==> config.mk <==
export PLATFORM = sky130hd
export DESIGN_NAME = boot_fetch
export DESIGN_NICKNAME = d
export VERILOG_FILES = /design/src/rtl/boot_fetch.sv
export SDC_FILE = /design/constraint.sdc
export NUM_CORES = 1
export LEC_CHECK = 0
export BUFFER_PORTS_ARGS = -buffer_cell sky130_fd_sc_hd__buf_2
export CAP_MARGIN = 20
export CORE_MARGIN = 4
export CORE_UTILIZATION = 23
export DETAILED_ROUTE_END_ITERATION = 16
export PLACE_DENSITY = 0.45
export SETUP_SLACK_MARGIN = 0.3
export SLEW_MARGIN = 20
export SYNTH_ARGS = -nofsm -noshare
export SYNTH_HDL_FRONTEND = slang
export SYNTH_SLANG_ARGS = --single-unit
export TNS_END_PERCENT = 10
==> constraint.sdc <==
create_clock -name clk -period 1.55 [get_ports clk]
set_input_delay 0.155 -clock clk [delete_from_list [all_inputs] [get_ports clk]]
set_output_delay 0.155 -clock clk [all_outputs]
set_load 0.02 [all_outputs]
==> src/rtl/boot_fetch.sv <==
// Instruction fetch stage for the byte-wide boot ROM: issues byte addresses, absorbs the
// one-cycle ROM latency and assembles little-endian instruction words for decode.
module boot_fetch #(
   parameter int ADDR_WIDTH  = 8,
   parameter int DATA_WIDTH  = 8,
   parameter int INSTR_BYTES = 4,
   parameter logic [ADDR_WIDTH-1:0] RESET_PC = '0
) (
   input  logic                              clk,
   input  logic                              rst,
   output logic [ADDR_WIDTH-1:0]             rom_addr,
   input  logic [DATA_WIDTH-1:0]             rom_data,
   output logic [DATA_WIDTH*INSTR_BYTES-1:0] instr,
   output logic [ADDR_WIDTH-1:0]             instr_pc,
   output logic                              instr_valid,
   input  logic                              instr_ready,
   input  logic                              redirect_valid,
   input  logic [ADDR_WIDTH-1:0]             redirect_pc
);

   localparam int OFS_W = $clog2(INSTR_BYTES);
   localparam int CNT_W = OFS_W + 1;

   typedef enum logic {
      S_FETCH,
      S_HOLD
   } state_t;

   state_t                            r_state;
   logic [CNT_W-1:0]                  r_k;
   logic [ADDR_WIDTH-1:0]             r_base;
   logic [ADDR_WIDTH-1:0]             r_rom_addr;
   logic [ADDR_WIDTH-1:0]             r_instr_pc;
   logic [DATA_WIDTH*INSTR_BYTES-1:0] r_instr;
   logic                              r_valid;

   logic [ADDR_WIDTH-1:0] w_redirect_base;
   logic [ADDR_WIDTH-1:0] w_next_base;
   logic [OFS_W-1:0]      w_byte_idx;
   logic                  w_last;
   logic                  w_accept;
   logic                  w_unused_ofs;

   // Redirect targets are always word aligned; the dropped offset bits are intentionally unused.
   assign w_redirect_base = {redirect_pc[ADDR_WIDTH-1:OFS_W], {OFS_W{1'b0}}};
   assign w_unused_ofs    = ^redirect_pc[OFS_W-1:0];
   assign w_next_base     = r_base + ADDR_WIDTH'(INSTR_BYTES);
   assign w_byte_idx      = r_k[OFS_W-1:0] - OFS_W'(1);
   assign w_last          = (r_k == CNT_W'(INSTR_BYTES));
   assign w_accept        = r_valid && instr_ready;

   // During cycle k the ROM returns the byte issued in cycle k-1, so byte k-1 lands at the end
   // of cycle k; rom_addr already points at the next word's base by the time HOLD is entered.
   always_ff @(posedge clk or posedge rst) begin
      if (rst) begin
         r_state    <= S_FETCH;
         r_k        <= '0;
         r_base     <= RESET_PC;
         r_rom_addr <= RESET_PC;
         r_instr_pc <= RESET_PC;
         r_instr    <= '0;
         r_valid    <= 1'b0;
      end else if (redirect_valid) begin
         r_state    <= S_FETCH;
         r_k        <= '0;
         r_base     <= w_redirect_base;
         r_rom_addr <= w_redirect_base;
         r_valid    <= 1'b0;
      end else begin
         case (r_state)
            S_FETCH: begin
               for (int i = 0; i < INSTR_BYTES; i++) begin
                  if ((r_k != '0) && (w_byte_idx == OFS_W'(i))) begin
                     r_instr[i*DATA_WIDTH +: DATA_WIDTH] <= rom_data;
                  end
               end
               if (w_last) begin
                  r_instr_pc <= r_base;
                  r_valid    <= 1'b1;
                  r_state    <= S_HOLD;
               end else begin
                  r_k        <= r_k + CNT_W'(1);
                  r_rom_addr <= r_rom_addr + ADDR_WIDTH'(1);
               end
            end
            S_HOLD: begin
               if (w_accept) begin
                  r_valid <= 1'b0;
                  r_base  <= w_next_base;
                  r_k     <= '0;
                  r_state <= S_FETCH;
               end
            end
            default: begin
               r_state <= S_FETCH;
               r_k     <= '0;
            end
         endcase
      end
   end

   assign rom_addr    = r_rom_addr;
   assign instr       = r_instr;
   assign instr_pc    = r_instr_pc;
   assign instr_valid = r_valid;

endmodule

# Word level (Yosys, flattened, before mapping)
# Cells that the tools add are included.
op_classes:
  n_addsub: 4
  n_eq_ne: 9
  n_mux: 18
  bitwise: 2
  reduce_logical: 18
op_table:
  columns: ["operator", "count"]
  rows:
  - ["8-bit 2-to-1 mux", 6]
  - ["3-bit AND reduction", 5]
  - ["3-bit 2-to-1 mux", 3]
  - ["8-bit by 1-bit adder with 8-bit output, second input constant", 1]
  - ["8-bit by 3-bit adder with 8-bit output, second input constant", 1]
  - ["2-bit AND reduction", 4]
  - ["1-bit 2-to-1 mux", 6]
  - ["3-bit != test, second input constant", 2]
  - ["3-bit one-hot mux with 2 select lines", 1]
  - ["1-bit logical AND", 5]
  - ["2-bit == test, second input constant", 2]
  - ["2-bit != test, second input constant", 2]
  - ["1-bit one-hot mux with 2 select lines", 2]
  - ["2-bit nonzero test", 2]
  - ["3-bit by 1-bit adder with 3-bit output, second input constant", 1]
  - ["3-bit == test, second input constant", 1]
  - ["3-bit by 2-bit != test with 1-bit output, second input constant", 1]
  - ["3-bit nonzero test", 1]
  - ["2-bit by 1-bit == test with 1-bit output, second input constant", 1]
  - ["2-bit logical NOT", 1]
  - ["1-bit NOT", 2]
  - ["2-bit by 1-bit subtractor with 2-bit output, second input constant", 1]
word_totals:
  reg_bits: 61
  word_cells: 61

# Logic depth before layout (Yosys ltp)
logic_depth:
  ltp_word: 4
  mapped_depth: 7

# Least setup slack after synthesis
# Ideal clock, no wire load.
synth_timing:
  path_kind: "register to register"
  from: "register r_k[0]"
  to: "register r_rom_addr[3] (netlist: rom_addr[3])"
  arrival_ps: 1550
  required_ps: 1425
  path_slack_ps: -124
  stages_incl_launch_ff: 7
  period_less_slack_ps: 1674
  cell_sequence: "dfrtp_1 inv_1 ha_1 a21oi_2 nand4_1 xnor2_1 mux2_2"
synth_via:
  elab_chain_cells: 3
synth_lines:
  columns: ["element", "line", "source"]
  rows:
  - ["from (decl)", "30", "logic [CNT_W-1:0] r_k;"]
  - ["from (signal assigned)", "82", "r_k <= r_k + CNT_W'(1);"]
  - ["3-bit == test", "49", "assign w_last = (r_k == CNT_W'(INSTR_BYTES));"]
  - ["2-bit != test (no source line)", null, null]
  - ["2-bit AND reduction (no source line)", null, null]
  - ["to (signal assigned)", "67", "r_rom_addr <= w_redirect_base;"]
  - ["to (signal assigned)", "83", "r_rom_addr <= r_rom_addr + ADDR_WIDTH'(1);"]
  - ["to (decl)", "32", "logic [ADDR_WIDTH-1:0] r_rom_addr;"]
# No other way between the ends.
# A chain may end at the register's enable or synchronous reset.

# Worst setup path in the final report
layout_timing:
  from: "register r_k[0]"
  to: "register r_instr_pc[3] (netlist: instr_pc[3])"
layout_via:
  elab_chain_cells: 2
layout_lines:
  columns: ["element", "line", "source"]
  rows:
  - ["3-bit == test", "49", null]
  - ["3-bit AND reduction (no source line)", null, null]
  - ["to (signal assigned)", "78", "r_instr_pc <= r_base;"]
  - ["to (decl)", "33", "logic [ADDR_WIDTH-1:0] r_instr_pc;"]
# No other way between the ends.

==> flow_summary.toml <==
[placement]
hpwlAfterDp_microns = 4053
dp.cells = 387
port_buffers = 64
gp_congestion = 0.6882

[setup_path]
cp_max_fo = 7
crit_chain = "inv_2 > ha_4 > nand2_4 > nor3_4 > buf_6 > mux2_2"
endpoint_kind = "register"
cp.required_ns = 1.76
ff2ff_path_depth = 6
critical_path_class = "register to register"
cp_slowest_stage_delay_ns = 0.39
cpMaxStageDelayCell = "dfrtp_1"
arrival_ns = 1.77
startpoint_type = "register"

[clocking]
root_buffer = "clkbuf_8"
numCtsBuffers = 9
cts_num_sinks = 57
htreeDepth = 3
clk_path_buf_depth = 2
cts_tree = "yes"
clkTransAtPathRegs_ns = 0.07
clk-insertion-delay-late_ns = 0.33

[floorplanning]
core_area_sq_mm = 0.01042
start_util = 0.2384
rows = 37
io_pins = 69
die_x_microns = 111.9
dieArea_sq_mm = 0.01253
die_h_microns = 111.9

[global_routing]
grt_pass1_vias = 1784
grt_pass1_wl_microns = 9777
antenna_found_initial = 0
grt_usage = 0.09890
grt_max_degree = 58
grt_overflow = 0

[run_status]
violations = "negative setup slack"
status = "complete, but fails checks"

[layout]
num-fill-cells = 1057
nets = 294
diodes = 0
area_growth_syn_to_layout_pct = 41.96
fin_cells = 407
postLayoutCoreUtil = 0.3385
drive_gt1_frac = 0.6162

[sta]
setup_viol = 2
rsz0062_at_grt = "yes"
period_needed_ns = 1.555
fmax_ghz = 0.6430
fin_ws_ns = -0.005313
hold_violations = 0
slew_violations = 0
skew_ns = 0.006458
fin_tns_setup_ns = -0.01018
fin_crit_sh = 1.003

[logic_synthesis]
synth-seq-cells = 57
synth-edff-count = 0
synth_most_common_cell = "dfrtp_1"
synth_seq_area_share = 0.5743
syn_area_sq_mm = 0.002484
yosys-top-cells-area = "dfrtp_1, mux2_2, ha_1"
synthFlopType = "dfrtp_1"
yosysUniqueCellTypes = 28
synth_top_area_frac = 0.5743
yosysTopAreaCell = "dfrtp_1"
syn_area_per_cell_sq_um = 13.88
async_flop_share = 1.000
netlist_instances = 179
synth_commonest_cells = "dfrtp_1, mux2_2, nand2_1"
ys_warn_count = 0

[routing]
wl_per_cell_microns = 14.60
drt-total-wl_microns = 5942
dr.pass1.iters = 4
vias_per_cell = 4.199
drtIter0Drc = 38
final_antenna_net_count = 0
vias = 1709
remaining_drc_errors = 0

[power_and_ir_drop]
power.leakage_nw = 1.713
ir_drop_uv = 729.5
p_total_mw = 6.495
powerDensity_mw_per_mm2 = 1842

[run]
maxCapViolations = 0

[hold_path]
min_path_cells = 2
holdCritPathClass = "input pin to register"
-- metrics by stage --
| stage | setup slack (ns) | hold WS [ns] | area, sq um |
|---|---|---|---|
| floorplan | -0.08425 | 0.2837 | 2515 |
| finish | -0.005313 | 0.08426 | 3526 |
| CTS | -0.02481 | 0.05466 | 3458 |
| global route | -0.09641 | 0.06192 | 3526 |
| detailed placement | -0.03476 | 0.2400 | 3113 |
| global placement | -0.02763 | 0.2393 | 3113 |
-- what timing repair did --
item                                    4_1_cts  5_1_grt
hold buffers                                  1        0
pin swaps                                    18       12
hold endpoints to repair                     57        0
endpoints found under the setup margin       55       55
setup buffers                                 2        2
resized for setup                            40       15
gates cloned                                  0        0
-- logic make-up after synthesis --
group / share of synthesized area
fa+ha+maj: 0.03526
buf+inv: 0.02972
compound gates: 0.01662
xor+xnor: 0.04232
simple gates: 0.08161
flops: 0.5743
mux: 0.2186
other cells: 0.001510
-- path summary, 6_finish.rpt --
path | startpoint | endpoint | slack, ns
hold reg to reg | instr[23]$_DFFE_PP0P_ | instr[23]$_DFFE_PP0P_ | 0.50
max in group asynchronous | rst | rom_addr[7]$_DFFE_PP0P_ | 0.85
min in group asynchronous | rst | instr[8]$_DFFE_PP0P_ | 0.42
hold / removal | redirect_pc[2] | rom_addr[2]$_DFFE_PP0P_ | 0.08
setup / recovery | r_k[0]$_DFFE_PP0P_ | instr_pc[3]$_DFFE_PP0P_ | -0.005
setup reg to reg | r_k[0]$_DFFE_PP0P_ | instr_pc[3]$_DFFE_PP0P_ | -0.005
-- power breakdown --
group          switching [mW]  total, mW  internal (mW)
Clock                   0.568       1.26          0.693
Combinational            1.41       2.79           1.38
Sequential              0.372       2.44           2.07
Total                    2.35       6.49           4.15
-- cell type report --
| class | count | area (sq um) | share of cell area |
|---|---|---|---|
| multi-input cells | 111 | 1200 | 0.3403 |
| repair buffers | 85 | 538.0 | 0.1526 |
| flip-flops and latches | 57 | 1426 | 0.4045 |
| inverters | 3 | 11.26 | 0.003194 |
| clock buffers | 12 | 165.2 | 0.04684 |
| well taps | 136 | 170.2 | 0.04826 |
| clock inverters | 3 | 15.01 | 0.004258 |
-- layer usage --
metal	part of all wire	vias up	GRT usage
li1	-	802	-
met1	0.49	836	0.1348
met2	0.42	61	0.1419
met3	0.070	10	0.03967
met4	0.014	0	0.03406
met5	0	-	0
-- state kept, by name, indices dropped and copies added (netlist names) --
| register | cells |
|---|---|
| r_state | 1 |
| instr_valid | 1 |
| r_base | 6 |
| instr_pc | 6 |
| r_k | 3 |
| rom_addr | 8 |
| instr | 32 |
-- placed cells by master (no fill, tap or decap), types with 2 or more instances in the layout --
cell type  synthesis  layout
buf_2              5      64
dfrtp_1           57      57
mux2_4             1      34
buf_4              2      14
mux2_2            46      13
clkbuf_8           0      12
nand4_1            6       6
xnor2_1            7       6
xor2_1             5       5
nand2_1            9       5
ha_1               7       5
buf_12             0       4
and2_4             0       3
o21ai_1            0       3
inv_2              0       3
clkinv_2           0       3
nor3_2             0       2
nand2_4            0       2
nand2_2            0       2
nor2_1             4       2
and3_1             3       2
nand3_1            2       2
conb_1             1       2
buf_6              2       2
-- worst max-delay path: cells and delay by family, from the launching register on --
kind / cells / cell delay [ns]
flops: 1 / 0.39
fa+ha+maj: 1 / 0.16
buf+inv: 2 / 0.27
mux: 1 / 0.33
simple gates: 2 / 0.29
Power figures use the tool's default switching activity.
